## config.mk

```make
export PLATFORM = sky130hd
export DESIGN_NAME = wrr_pkt_scheduler_flat
export DESIGN_NICKNAME = d
export VERILOG_FILES = /design/src/rtl/wrr_pkt_scheduler_if.sv /design/src/rtl/wrr_pkt_scheduler.sv /design/src/flat_wrapper.sv
export SDC_FILE = /design/constraint.sdc
export NUM_CORES = 1
export LEC_CHECK = 0
export ABC_AREA = 0
export CORE_ASPECT_RATIO = 1.4
export CORE_MARGIN = 5
export CORE_UTILIZATION = 35
export DETAILED_ROUTE_END_ITERATION = 6
export PLACE_DENSITY = 0.56
export REMOVE_ABC_BUFFERS = 1
export SLEW_MARGIN = 20
export SYNTH_ARGS = -nofsm -noshare
export SYNTH_HDL_FRONTEND = slang
export SYNTH_SLANG_ARGS = --single-unit
```

## constraint.sdc

```tcl
create_clock -name iClk -period 3.7 [get_ports iClk]
set_input_delay 0.37 -clock iClk [delete_from_list [all_inputs] [get_ports iClk]]
set_output_delay 0.37 -clock iClk [all_outputs]
set_load 0.02 [all_outputs]
```

## src/rtl/wrr_pkt_scheduler_if.sv

```systemverilog
// Request/grant bundle between packet sources and the WRR packet scheduler.
//   iReq        : per-port level request
//   iEop        : end of packet for the currently granted port
//   iWeightLoad : single-cycle strobe capturing iWeight
//   iWeight     : per-port weight, 0 disables the port
//   oGnt        : registered one-hot grant, zero when idle
//   oGntIdx     : index of the granted port, meaningful while oGnt != 0
//   oRefresh    : one-cycle pulse on credit reload
interface wrr_pkt_scheduler_if #(
  parameter int unsigned ARB_NUM  = 4,
  parameter int unsigned WEIGHT_W = 4
);
  localparam int unsigned IDX_W = (ARB_NUM > 1) ? $clog2(ARB_NUM) : 1;

  logic [ARB_NUM-1:0]  iReq;
  logic                iEop;
  logic                iWeightLoad;
  logic [WEIGHT_W-1:0] iWeight [ARB_NUM];
  logic [ARB_NUM-1:0]  oGnt;
  logic [IDX_W-1:0]    oGntIdx;
  logic                oRefresh;

  modport master (
    output iReq, iEop, iWeightLoad, iWeight,
    input  oGnt, oGntIdx, oRefresh
  );

  modport slave (
    input  iReq, iEop, iWeightLoad, iWeight,
    output oGnt, oGntIdx, oRefresh
  );
endinterface

```

## src/rtl/wrr_pkt_scheduler.sv

```systemverilog
// Weighted round-robin packet scheduler. Each port may be granted up to
// weight[i] packets per credit round; a grant is held until end of packet.
//   iClk : clock, rising edge
//   iRst : asynchronous active-high reset
//   bus  : wrr_pkt_scheduler_if.slave (requests, eop, weights in; grant, refresh out)
module wrr_pkt_scheduler #(
  parameter int unsigned ARB_NUM  = 4,
  parameter int unsigned WEIGHT_W = 4
) (
  input logic               iClk,
  input logic               iRst,
  wrr_pkt_scheduler_if.slave bus
);
  localparam int unsigned IDX_W = (ARB_NUM > 1) ? $clog2(ARB_NUM) : 1;

  typedef enum logic {IDLE, BUSY} state_t;

  state_t              state;
  logic [WEIGHT_W-1:0] weight [ARB_NUM];
  logic [WEIGHT_W-1:0] credit [ARB_NUM];
  logic [IDX_W-1:0]    ptr;
  logic                loadPending;
  logic [ARB_NUM-1:0]  gnt;
  logic [IDX_W-1:0]    gntIdx;
  logic                refresh;

  logic [ARB_NUM-1:0]  reqW;
  logic [ARB_NUM-1:0]  eligible;
  logic                anyElig;
  logic [IDX_W-1:0]    selIdx;

  assign bus.oGnt     = gnt;
  assign bus.oGntIdx  = gntIdx;
  assign bus.oRefresh = refresh;

  // Requesting ports with a nonzero weight, and those that still hold credit.
  always_comb begin
    reqW     = '0;
    eligible = '0;
    for (int unsigned i = 0; i < ARB_NUM; i++) begin
      reqW[IDX_W'(i)]     = bus.iReq[IDX_W'(i)] & (weight[IDX_W'(i)] != '0);
      eligible[IDX_W'(i)] = reqW[IDX_W'(i)] & (credit[IDX_W'(i)] != '0);
    end
  end

  // First eligible port searching circularly upward from ptr.
  always_comb begin
    int unsigned j;
    j       = 0;
    anyElig = 1'b0;
    selIdx  = '0;
    for (int unsigned k = 0; k < ARB_NUM; k++) begin
      j = 32'(ptr) + k;
      if (j >= ARB_NUM) j = j - ARB_NUM;
      if (!anyElig && eligible[IDX_W'(j)]) begin
        anyElig = 1'b1;
        selIdx  = IDX_W'(j);
      end
    end
  end

  // Scheduler FSM with registered grant/refresh outputs.
  always_ff @(posedge iClk or posedge iRst) begin
    if (iRst) begin
      state       <= IDLE;
      gnt         <= '0;
      gntIdx      <= '0;
      refresh     <= 1'b0;
      ptr         <= '0;
      loadPending <= 1'b0;
      for (int unsigned i = 0; i < ARB_NUM; i++) begin
        weight[IDX_W'(i)] <= WEIGHT_W'(1);
        credit[IDX_W'(i)] <= WEIGHT_W'(1);
      end
    end else begin
      refresh <= 1'b0;
      case (state)
        IDLE: begin
          if (loadPending) begin
            // New weights take effect as a fresh credit round; no grant this cycle.
            credit      <= weight;
            loadPending <= 1'b0;
            refresh     <= 1'b1;
          end else if (anyElig) begin
            gnt    <= ARB_NUM'(1) << selIdx;
            gntIdx <= selIdx;
            state  <= BUSY;
          end else if (|reqW) begin
            // Round exhausted while someone still wants service.
            credit  <= weight;
            refresh <= 1'b1;
          end
        end
        BUSY: begin
          if (bus.iEop) begin
            gnt <= '0;
            if (credit[gntIdx] != '0) credit[gntIdx] <= credit[gntIdx] - WEIGHT_W'(1);
            ptr   <= (gntIdx == IDX_W'(ARB_NUM - 1)) ? '0 : gntIdx + IDX_W'(1);
            state <= IDLE;
          end
        end
        default: state <= IDLE;
      endcase
      // Placed last so a strobe coinciding with a reload keeps the new load pending.
      if (bus.iWeightLoad) begin
        weight      <= bus.iWeight;
        loadPending <= 1'b1;
      end
    end
  end
endmodule

```

## src/flat_wrapper.sv

```systemverilog
// flat-port wrapper written by rule: the top's interface ports become plain ports
module wrr_pkt_scheduler_flat 
#(
  parameter int unsigned ARB_NUM  = 4,
  parameter int unsigned WEIGHT_W = 4
)
  (iClk, iRst, bus_iReq, bus_iEop, bus_iWeightLoad, bus_iWeight, bus_oGnt, bus_oGntIdx, bus_oRefresh);
  wrr_pkt_scheduler_if #(.ARB_NUM(ARB_NUM), .WEIGHT_W(WEIGHT_W)) bus_i ();
  input logic iClk;
  input logic iRst;
  input wire logic [$bits(bus_i.iReq)-1:0] bus_iReq;
  input wire logic [$bits(bus_i.iEop)-1:0] bus_iEop;
  input wire logic [$bits(bus_i.iWeightLoad)-1:0] bus_iWeightLoad;
  input wire logic [$bits(bus_i.iWeight)-1:0] bus_iWeight;
  output wire logic [$bits(bus_i.oGnt)-1:0] bus_oGnt;
  output wire logic [$bits(bus_i.oGntIdx)-1:0] bus_oGntIdx;
  output wire logic [$bits(bus_i.oRefresh)-1:0] bus_oRefresh;
  assign bus_i.iReq = bus_iReq;
  assign bus_i.iEop = bus_iEop;
  assign bus_i.iWeightLoad = bus_iWeightLoad;
  assign bus_i.iWeight = {>>{bus_iWeight}};
  assign bus_oGnt = bus_i.oGnt;
  assign bus_oGntIdx = bus_i.oGntIdx;
  assign bus_oRefresh = bus_i.oRefresh;
  wrr_pkt_scheduler #(.ARB_NUM(ARB_NUM), .WEIGHT_W(WEIGHT_W)) u_core (.iClk(iClk), .iRst(iRst), .bus(bus_i));
endmodule
```

* Word-level counts from Yosys, hierarchy flattened *
Cells that the tools add are included.
W data, S select, Z words.

word-level totals
  register bits after elaboration = 43
  latch bits = 0
  memory bits (writable) = 0
  memory bits (read-only) = 0
  bits of input ports = 24
  output and inout bits = 7
  word-level logic and storage cells = 121
  memories = 0

operators by class
  add/subtract/negate cells = 9
  multiply operators = 0
  divide/modulo/power cells = 0
  order comparisons = 10
  equality and inequality tests = 8
  shift operators = 1
  mux-type cells = 47
  bitwise operators = 11
  reduce and logical (&&, ||, !) cells = 21

operators with widths
  cell                   number
  $mux W16               5
  $reduce_bool A4 Y1     9
  $pmux W16 S2           1
  $mux W4                6
  $mux W2                9
  $mux W1                17
  $bwmux W16             1
  $ge A3 B3 Y1 const B   4
  $lt A2 B3 Y1 const B   4
  $and A1 B1 Y1          8
  $bmux W1 S2            4
  $bmux W4 S2            1
  $demux W4 S2           1
  $ne A2 B2 Y1 const B   4
  $pmux W4 S2            1
  $sub A2 B1 Y2 const B  4
  $add A2 B2 Y3 const B  2
  $reduce_and A3 Y1      2
  $logic_and A1 B1 Y1    4
  $reduce_and A4 Y1      1
  $reduce_or A4 Y1       1
  $shl A1 B2 Y4 const A  1
  $sub A4 B1 Y4 const B  1
  $add A2 B1 Y3 const B  1
  other kinds (12)       15

* Depth between registers and ports, before layout *
Gate-level depths: netlist of run 1.

  depth after elaboration = 19
  gate-level depth with buffers = 8
  mapped depth without buffers = 7

* Worst setup path after synthesis of run 1 *
Ideal clock, no wire load.

  kind = reg-to-reg
  start = register u_core.gntIdx[1] (netlist: u_core.bus.oGntIdx[1])
  end = register u_core.credit[11] (netlist bit)
  library setup time = 121 ps
  arrival = 2065 ps
  required time = 3579 ps
  slack = 1513 ps
  cell stages (with the launch flop) = 8
  buffers on the path = 1
  period minus slack after synthesis = 2187 ps
  path through = dfrtp_1 buf_2 mux4_2 inv_1 ha_1 a21oi_2 o221a_2 o22a_1

on the way
  cells in the longest elaborated chain, start to end = 9

ends and longest elaborated chain
  what                                                                         line                     RTL
  from (decl)                                                                  wrr_pkt_scheduler.sv:24  logic [IDX_W-1:0] gntIdx;
  from (signal assigned)                                                       wrr_pkt_scheduler.sv:86  gntIdx <= selIdx;
  $not A2 Y3 (not written as such) (*)                                         wrr_pkt_scheduler.sv:97  if (credit[gntIdx] != '0) credit[gntIdx] <= credit[gntIdx] - WEIGHT_W'(1);
  $bmux W4 S2 (tied with other cells)                                          wrr_pkt_scheduler.sv:97
  $mux W4 (not written as such) / $logic_and A1 B1 Y1 (equally long branches)  wrr_pkt_scheduler.sv:97
  $mux W4 (not written as such)                                                wrr_pkt_scheduler.sv:97
  $sub A4 B1 Y4 / $demux W4 S2 (equally long branches)                         wrr_pkt_scheduler.sv:97
  $bwmux W16                                                                   wrr_pkt_scheduler.sv:97
  $mux W16                                                                     wrr_pkt_scheduler.sv:97
  $mux W16                                                                     wrr_pkt_scheduler.sv:95  if (bus.iEop) begin
  $pmux W16 S2                                                                 wrr_pkt_scheduler.sv:77  case (state)
  to (signal assigned)                                                         wrr_pkt_scheduler.sv:81  credit <= weight;
  to (signal assigned)                                                         wrr_pkt_scheduler.sv:90  credit <= weight;
  to (decl)                                                                    wrr_pkt_scheduler.sv:20  logic [WEIGHT_W-1:0] credit [ARB_NUM];

Mark *: on every way between the ends. The rest lies on a longest branch, timed or not. The select of a mux whose other input is x is not followed.
A chain may end at the register's enable or synchronous reset.

* Final worst setup path of run 1 *
  start = register u_core.weight[5] (netlist bit)
  end = register u_core.credit[10] (netlist bit)

on the way
  cells in the longest elaborated chain, start to end = 17

ends and longest elaborated chain
  what                             line                      RTL
  from (decl)                      wrr_pkt_scheduler.sv:19   logic [WEIGHT_W-1:0] weight [ARB_NUM];
  from (signal assigned)           wrr_pkt_scheduler.sv:106  weight <= bus.iWeight;
  $reduce_bool A4 Y1 (*)           wrr_pkt_scheduler.sv:41   reqW[IDX_W'(i)] = bus.iReq[IDX_W'(i)] & (weight[IDX_W'(i)] != '0);
  $and A1 B1 Y1 (*)                wrr_pkt_scheduler.sv:41
  $and A1 B1 Y1                    wrr_pkt_scheduler.sv:42   eligible[IDX_W'(i)] = reqW[IDX_W'(i)] & (credit[IDX_W'(i)] != '0);
  $bmux W1 S2                      wrr_pkt_scheduler.sv:55   if (!anyElig && eligible[IDX_W'(j)]) begin
  $mux W1 (not written as such)    wrr_pkt_scheduler.sv:55
  $mux W1                          wrr_pkt_scheduler.sv:55
  $logic_not A1 Y1                 wrr_pkt_scheduler.sv:55
  $logic_and A1 B1 Y1              wrr_pkt_scheduler.sv:55
  $mux W1                          wrr_pkt_scheduler.sv:55
  $logic_not A1 Y1                 wrr_pkt_scheduler.sv:55
  $logic_and A1 B1 Y1              wrr_pkt_scheduler.sv:55
  $mux W1                          wrr_pkt_scheduler.sv:55
  $logic_not A1 Y1                 wrr_pkt_scheduler.sv:55
  $logic_and A1 B1 Y1              wrr_pkt_scheduler.sv:55
  $mux W1                          wrr_pkt_scheduler.sv:55
  $ne A3 B2 Y1 (no line)           --
  $reduce_and A4 Y1 (no line) (*)  --

Marks and branches as above.

==> results of run 1 <==
==> cell usage after synthesis (all sizes together) <==
cell type   n  area, µm²
o32ai       1       8.76
o22ai       2       18.8
dfrtp      35        876
nor3        5       30.0
nand3      14       70.1
a21oi       2       13.8
o21bai      1       7.51
a2bb2oi    12        180
a211oi      1       7.51
nand2       5       18.8
a31oi       4       25.0
o221a       4       45.0
or2         1       6.26
clkbuf      5       18.8
a21o        1       7.51
a31o        2       17.5
o41ai       4       80.1
nor2       12       45.0
inv         6       22.5
xnor2       2       17.5
o21a        2       16.3
mux2       17        191
and3        2       12.5
a22o        1       8.76
o31ai       4       43.8
nor4        4       25.0
nand2b      1       6.26
mux4        4       90.1
ha          6       75.1
nand4       1       6.26
buf         5       32.5
o21ai      15       78.8
dfstp       8        210
o22a        6       52.6
==> flip-flops by register name, summed over array words and instances (netlist names) <==
register and cells:
u_core.bus.oGnt 4, u_core.bus.oGntIdx 2, u_core.bus.oRefresh 1, u_core.credit 16, u_core.loadPending 1, u_core.ptr 2, u_core.state 1, u_core.weight 16
==> power groups by stage <==
stage	registers (mW)	clock network, mW	logic, mW
detailed placement	0.822	0	1.08
finish	0.816	0.377	1.07
CTS	0.814	0.387	1.08
global placement	0.822	0	1.07
floorplan	0.832	0	0.725
global route	0.841	0.408	1.17
==> per-layer routing <==
| layer | up-vias | global-route usage | part of all wire |
|---|---|---|---|
| met5 | - | 0 | 0 |
| met3 | 7 | 0.0235 | 0.033 |
| met4 | 0 | 0.0491 | 0.021 |
| met2 | 37 | 0.239 | 0.54 |
| li1 | 813 | - | - |
| met1 | 881 | 0.170 | 0.41 |
==> layout make-up <==
cell class / instances / area share
Timing Repair Buffer: 33 / 0.113
Clock inverter: 2 / 0.0123
Inverter: 6 / 0.00791
Tap cell: 74 / 0.0325
Clock buffer: 6 / 0.0290
Sequential cell: 43 / 0.381
Multi-Input combinational cell: 136 / 0.424
==> path summary, 6_finish.rpt <==
path,startpoint,endpoint,slack [ns],depth (start not counted)
min,iRst,u_core.weight[13]$_DFFE_PP0P_,0.46,2
max reg2reg,u_core.weight[5]$_DFFE_PP0P_,u_core.credit[10]$_DFFE_PP0P_,1.05,5
max in group asynchronous,iRst,u_core.credit[4]$_DFFE_PP1P_,2.53,3
min reg2reg,u_core.bus.oGnt[3]$_DFFE_PP0P_,u_core.bus.oGnt[3]$_DFFE_PP0P_,0.51,2
min in group iClk,u_core.bus.oGnt[3]$_DFFE_PP0P_,u_core.bus.oGnt[3]$_DFFE_PP0P_,0.51,2
max,u_core.weight[5]$_DFFE_PP0P_,u_core.credit[10]$_DFFE_PP0P_,1.05,5
==> cell families after synthesis <==
kind of cell / count (synthesis)
simple gates: 45
compound gates: 62
fa+ha+maj: 6
buf+inv: 16
xor+xnor: 2
flops: 43
mux: 21
==> critical path: cells and delay by family (launching register included) <==
family             cells  cell delay (ns)
AOI/OAI and AO/OA      4             1.91
and+or+nand+nor        1             0.21
DFF                    1             0.39
==> per-stage QoR <==
stage,hold WS [ns],cell area (µm²)
2_1_floorplan,0.451,2310
3_3_place_gp,0.490,2730
3_5_place_dp,0.502,2730
4_1_cts,0.477,2850
5_1_grt,0.518,2850
6_report,0.459,2850
==> metrics.txt, run 1 <==
status=complete, no violations; share of layout cells above drive strength 1=0.292; Cell Area, Synth=2370 µm²; global-route wire length before repair=9.03 mm; Cell Chain, Critical Path=o41ai_1, nor2_1, o31ai_4, o21a_2, a2bb2oi_2; Clock Tree Buf Depth=2; maxcap violations=0; CTS Sinks=43; Total GRT Usage=0.138; I/O pin cnt=31; compound-cell area share of the yosys netlist=0.259; Combinational Power Share=0.473; post_cts resized=0; worst vdd ir=0.000302 V; Data arrival, critical path=2.81 ns; Hold-fix buffers, CTS=0; CP Launch Type=flip-flop; Core Area=6570 µm²; nature of the critical path endpoint=flip-flop; fmax=378 MHz; setup ws final=1.05 ns; CTS H-tree depth=2; #FFs+latches synth=43; most frequent cells in the layout=dfrtp_1, clkdlybuf4s50_1, mux2_2; CTS tree=built; routability cong.=0.827; fin crit period=2.65 ns; drt wl/cell=18.1 µm; Yosys cell types=46; post-CTS setup buffer count=0; RSZ-0062 raised after global routing=no; Max FO, Critical Path=16; Remaining DRCs=0; period utilization=0.716; clock power share=0.167; Root Driver=clkbuf_8; final WL=5.42 mm; sw frac=0.393; Core Util, Final=0.434; Multi-input gate area=1210 µm²; number of buffers added on ports=30; worst-margin pin slew=0.782 ns; Max stage delay on crit path=0.72 ns; worst hold path class=input port to asynchronous set/reset pin; Reg power frac=0.361; Hold Violations, Final=0; post-place setup slack=1.04 ns; initial antenna violation count=0; multiplexer share of the synthesized area=0.119; Syn Area/Cell=12.1 µm²; # fillers=625; worst rel slew slack=0.477; die area=8530 µm²; initial detailed-routing violation count=92; Cell Count, Final, Fillers Out=300; Setup-failing EPs final=0; Layout area overhead=20.4%; Pre-antenna DRT Iters=4; Synth Area in Simple Gates=0.0931; CP Data Required Time=3.86 ns; Pwr Total=2.26 mW; nets=255; DP Wirelength=4.21 mm; vias per cell=5.79; Crit-path slowest cell=o41ai_1; number of global-route vias before repair=1776; CTS Buf Count=5; worst skew pair latency=0.29 ns; pin count of the biggest net entering global routing=39; Ant. Diodes=0; ANT nets after route=0; Psw=0.888 mW; cell row count=35; placed cell count=292; Synth Area in XOR/XNOR=0.00740; Synth Area in Adders=0.0317; largest family of logic cells by synthesized area=compound AO/OA/AOI/OAI gates; fin. max-slew vios=0; Worst Clk Skew=0.00607 ns; Power Dens Cells=794 nW/µm²; TNS Setup=0 ns; Internal=1.37 mW; static leakage=1.10 nW; critical path class=flip-flop to flip-flop; commonest non-fill, non-tap cell in the layout=dfrtp_1; post-synthesis cell count=195; die span in x=79.5 µm; Die H=107 µm; DR vias=1738; Initial Util=0.360; Register Area=1090 µm²; Worst-path clk slew=0.08 ns; sequential area share after synthesis=0.459; GRT overflow=0; Synth warnings=0
Note: power is estimated with default switching activity, not from simulation.
==> run 2: changes to the inputs <==
==> constraint.sdc (replaced) <==
create_clock -name iClk -period 2.73 [get_ports iClk]
set_input_delay 0.273 -clock iClk [delete_from_list [all_inputs] [get_ports iClk]]
set_output_delay 0.273 -clock iClk [all_outputs]
set_load 0.02 [all_outputs]
==> metrics.txt, run 2 (synthesis results as in run 1) <==
Remaining DRCs=0; global-route wire length before repair=8.82 mm; I/O pin cnt=31; Die H=107 µm; worst rel slew slack=0.481; GRT overflow=0; maxcap violations=0; worst hold path class=input port to asynchronous set/reset pin; status=complete, no violations; commonest non-fill, non-tap cell in the layout=dfrtp_1; # fillers=634; Clock Tree Buf Depth=2; cell row count=35; post_cts resized=0; Layout area overhead=19.6%; nets=257; RSZ-0062 raised after global routing=no; fmax=438 MHz; Worst-path clk slew=0.08 ns; ANT nets after route=0; placed cell count=294; Max stage delay on crit path=0.66 ns; share of layout cells above drive strength 1=0.294; CP Launch Type=flip-flop; Initial Util=0.360; Core Area=6570 µm²; DR vias=1722; fin crit period=2.28 ns; Power Dens Cells=1050 nW/µm²; Data arrival, critical path=2.47 ns; pin count of the biggest net entering global routing=44; critical path class=flip-flop to flip-flop; CTS Sinks=43; CTS H-tree depth=2; final WL=5.43 mm; TNS Setup=0 ns; Pre-antenna DRT Iters=4; number of global-route vias before repair=1790; worst vdd ir=0.000315 V; nature of the critical path endpoint=flip-flop; FF-to-FF setup slack=0.45 ns; Hold Violations, Final=0; initial antenna violation count=0; static leakage=1.09 nW; fin. max-slew vios=0; Hold-fix buffers, CTS=0; delay-heaviest family, CP=multiplexers; routability cong.=0.859; CTS Buf Count=5; period utilization=0.836; Total GRT Usage=0.135; die span in x=79.5 µm; Worst Clk Skew=0.00851 ns; Ant. Diodes=0; initial detailed-routing violation count=106; WHS=0.413 ns; number of buffers added on ports=30; Cell Count, Final, Fillers Out=302; DP Wirelength=4.12 mm; WP buf/inv=1; Cell Chain, Critical Path=mux4_2, inv_1, ha_1, a21oi_2, o221a_2, o22a_1; post-CTS setup buffer count=0; drt wl/cell=18.0 µm; Max FO, Critical Path=9; CP Data Required Time=2.92 ns; most frequent cells in the layout=dfrtp_1, clkdlybuf4s50_1, mux2_2; worst skew pair latency=0.30 ns; Crit-path slowest cell=mux4_2; CTS tree=built; worst-margin pin slew=0.777 ns; Root Driver=clkbuf_8; vias per cell=5.70; Setup-failing EPs final=0; die area=8530 µm²
==> run 2: cell count changes in the layout (fill, tap and decap cells not counted), sizes merged <==
| cell | delta |
|---|---|
| bufinv | -1 |
| buf | +2 |
| clkinvlp | +1 |
==> run 2: worst min-delay path: stages <==
cell and delay, ns:
clkdlybuf4s50_1 0.40, inv_1 0.05, buf_4 0.45
==> run 2: final timing paths <==
check,startpoint,end,cells after the start
min reg2reg,u_core.bus.oGnt[3]$_DFFE_PP0P_,u_core.bus.oGnt[3]$_DFFE_PP0P_,2
max reg2reg,u_core.bus.oGntIdx[1]$_DFFE_PP0P_,u_core.credit[11]$_DFFE_PP0P_,6
max in group asynchronous,iRst,u_core.bus.oRefresh$_DFF_PP0_,3
min,iRst,u_core.weight[14]$_DFFE_PP0P_,3
max,u_core.bus.oGntIdx[1]$_DFFE_PP0P_,u_core.credit[11]$_DFFE_PP0P_,6
min in group iClk,u_core.bus.oGnt[3]$_DFFE_PP0P_,u_core.bus.oGnt[3]$_DFFE_PP0P_,2
==> run 2: area by class of cell <==
cell class,instances,area (µm²),share of cell area
timing repair buffer,35,338,0.119
clock buffer,6,72.6,0.0256
sequential,43,1090,0.384
multi-input combinational,136,1210,0.426
inverter,6,22.5,0.00796
clock inverter,2,12.5,0.00442
tap,74,92.6,0.0327
==> run 2: stage by stage <==
stage / utilization / power (mW) / area, µm² / setup slack [ns]
2_1_floorplan: - / 2.11 / 2310 / 0.588
3_3_place_gp: 0.418 / 2.58 / 2750 / 0.472
3_5_place_dp: 0.418 / 2.59 / 2750 / 0.461
4_1_cts: 0.431 / 2.99 / 2830 / 0.459
5_1_grt: 0.431 / 3.16 / 2830 / 0.312
6_report: 0.431 / 2.97 / 2830 / 0.447
==> run 2: power breakdown <==
part	leakage, nW	internal (mW)	switching (mW)	total [mW]
registers	0.495	0.871	0.244	1.12
clock network	0.0412	0.179	0.218	0.397
logic	0.554	0.704	0.757	1.46
total	1.09	1.75	1.22	2.97
==> run 2: per-layer routing <==
layer / up-vias / global-route usage / routed length [µm] / share of wire
met1: 853 / 0.159 / 2220 / 0.41
met5: - / 0 / 0 / 0
met3: 8 / 0.0218 / 227 / 0.042
met2: 46 / 0.237 / 2850 / 0.53
li1: 815 / - / - / -
met4: 0 / 0.0651 / 129 / 0.024
==> variant (flow settings as in run 1) <==
`ARB_NUM` is set to 4 in 3 places; all go to 16.
--- a/src/rtl/wrr_pkt_scheduler_if.sv
+++ b/src/rtl/wrr_pkt_scheduler_if.sv
@@ -7,7 +7,7 @@
 //   oGntIdx     : index of the granted port, meaningful while oGnt != 0
 //   oRefresh    : one-cycle pulse on credit reload
 interface wrr_pkt_scheduler_if #(
-  parameter int unsigned ARB_NUM  = 4,
+  parameter int unsigned ARB_NUM  = 16,
   parameter int unsigned WEIGHT_W = 4
 );
   localparam int unsigned IDX_W = (ARB_NUM > 1) ? $clog2(ARB_NUM) : 1;
--- a/src/rtl/wrr_pkt_scheduler.sv
+++ b/src/rtl/wrr_pkt_scheduler.sv
@@ -4,7 +4,7 @@
 //   iRst : asynchronous active-high reset
 //   bus  : wrr_pkt_scheduler_if.slave (requests, eop, weights in; grant, refresh out)
 module wrr_pkt_scheduler #(
-  parameter int unsigned ARB_NUM  = 4,
+  parameter int unsigned ARB_NUM  = 16,
   parameter int unsigned WEIGHT_W = 4
 ) (
   input logic               iClk,
--- a/src/flat_wrapper.sv
+++ b/src/flat_wrapper.sv
@@ -1,7 +1,7 @@
 // flat-port wrapper written by rule: the top's interface ports become plain ports
 module wrr_pkt_scheduler_flat 
 #(
-  parameter int unsigned ARB_NUM  = 4,
+  parameter int unsigned ARB_NUM  = 16,
   parameter int unsigned WEIGHT_W = 4
 )
   (iClk, iRst, bus_iReq, bus_iEop, bus_iWeightLoad, bus_iWeight, bus_oGnt, bus_oGntIdx, bus_oRefresh);
Interface: changed (resized bus_iReq, bus_iWeight, bus_oGnt and bus_oGntIdx); port bits go from 31 to 105. The function was not compared with the original's and may differ.
==> variant against run 1 <==
Synthesized area rose to 4.3 times the old value. Cell area rose to 5.5 times the old value. Critical path depth rose by 9. The flow now finishes with violations (negative setup slack). Highest routed layer unchanged. Critical path type unchanged. First-iteration DRC count rose to 8.6 times the old value. Routed wire length rose to 6.7 times the old value. Sequential cell count rose by 112. Setup slack got worse by 1100 ps.
Power is left out: the tool's default activity adds up to more than one toggle a clock period on the data nets, which glitch-free logic cannot reach.
==> variant: results (changes against run 1) <==
Run status
  – Status: complete, but fails checks
  – Failing checks: negative setup slack

Clock network
  – Postcts setup bufs: 29 (+29)
  – Clk Latency, worst-skew pair: 440 ps (+150 ps)
  – CTS buffer count: 17 (+12)
  – Root buf cell: clkbuf_16
  – Post_cts resized: 77 (+77)
  – CTS HTree Levels: 4 (+2)

Drt
  – DR WL/cell: 20.5 µm (+13%)
  – Drt first-iter violations: 793 (+760%)
  – Drt first pass iters: 5 (+1)
  – Met3 wire length: 1.44 mm (+700%)
  – Avg Vias per Cell: 5.65 (-2.4%)
  – Met2 wire length: 19.0 mm (+550%)
  – Metal1 wirelength: 14.0 mm (+530%)

Setup path
  – CP Capture Type: register
  – Worst r2r src: u_core.credit[7]$_DFFE_PP0P_
  – Worst-path maximum fanout: 7 (-9)
  – Arrival time at the worst endpoint: 4100 ps (+1290 ps)
  – Top Family by Delay on Critical Path: simple AND/OR/NAND/NOR gates
  – CP Launch Type: register
  – Worst path max stage delay: 580 ps (-140 ps)
  – R2R depth: 14 (+9)
  – Critical-path top delay cell: mux4_2
  – Reg2reg end: u_core.credit[3]$_DFFE_PP0P_

GRT
  – GR Util met2: 0.396 (+0.157)
  – GRT Overall Usage: 0.217 (+0.0787)
  – Grt met3 use: 0.0285 (+0.00506)
  – First-pass GRT wire length: 55.8 mm (+520%)
  – Met1 usage: 0.252 (+0.0820)
  – Largest net degree at the start of global routing: 121 (+210%)

Placed design
  – Post-DP HPWL: 26.7 mm (+530%)
  – Placed cell areas: 13,800 µm² (+400%)
  – Placed Instances: 1,684 (+480%)
  – Port bufs: 104 (+250%)
  – Placer Congestion: 0.953 (+15%)
  – DP Worst Slack: -473 ps (-1510 ps)

Timing
  – Final WS setup: -73.6 ps (-1130 ps)
  – Setup Viol. Count Final: 50 (+50)
  – Setup TNS: -1730 ps (-1730 ps)
  – Clk_skew: 11.7 ps (+5.62 ps)
  – Max-slew headroom: 0.282 (-0.195)
  – Worst hold slack: 319 ps (-140 ps)

Synthesis
  – FFs w/ async S/R, synth: 1.00 (unchanged)
  – Commonest cells in the netlist: dfrtp_1, nor2_1, a31oi_1, mux2_2, o22a_1
  – Count of cell types in the netlist: 87 (+89%)
  – Post-synthesis xor/xnor area fraction: 0.0154 (+0.00802)
  – Complex-gate fraction of the synthesized area: 0.255 (-0.00354)
  – Synth Area in Adders: 0.0159 (-0.0158)
  – Avg Cell Area, Syn: 10.5 µm² (-13%)
  – Post-synthesis mux area share: 0.158 (+0.0392)
  – Synth top area cells: dfrtp_1, dfstp_2, mux2_2

Cells and area
  – Fin cells: 1,766 (+490%)
  – Layout cells sized above 1: 0.465 (+0.173)
  – Fill count: 2,549 (+310%)
  – Layout net count: 1,470 (+480%)
## variant: cell count changes in the layout (fill, tap and decap cells not counted), moves of 19 or more
cell / delta
a31oi_1: +64
o22a_1: +60
buf_6: +23
clkbuf_16: +19
nor2_1: +96
dfrtp_1: +87
dfstp_2: +24
buf_4: +297
mux2_2: +48
nand2_1: +47
clkdlybuf4s50_1: +73
mux4_2: +27
## variant: cell type report
cell class / instances / area [µm²] / area share
clock buffer: 19 / 453 / 0.0289
clock inverter: 13 / 131 / 0.00838
inverter: 18 / 72.6 / 0.00463
multi-input combinational: 736 / 6720 / 0.429
sequential: 155 / 3920 / 0.250
tap: 380 / 475 / 0.0303
timing repair buffer: 445 / 3890 / 0.249
## variant: cell families (layout without fill, tap and decap cells)
group | after synthesis | after routing
flip-flops | 155 | 155
adder cells (fa/ha/maj) | 13 | 13
AO/OA/AOI/OAI | 312 | 315
buffers and inverters | 81 | 495
AND/OR/NAND/NOR | 281 | 281
XOR/XNOR | 18 | 18
multiplexers | 109 | 109
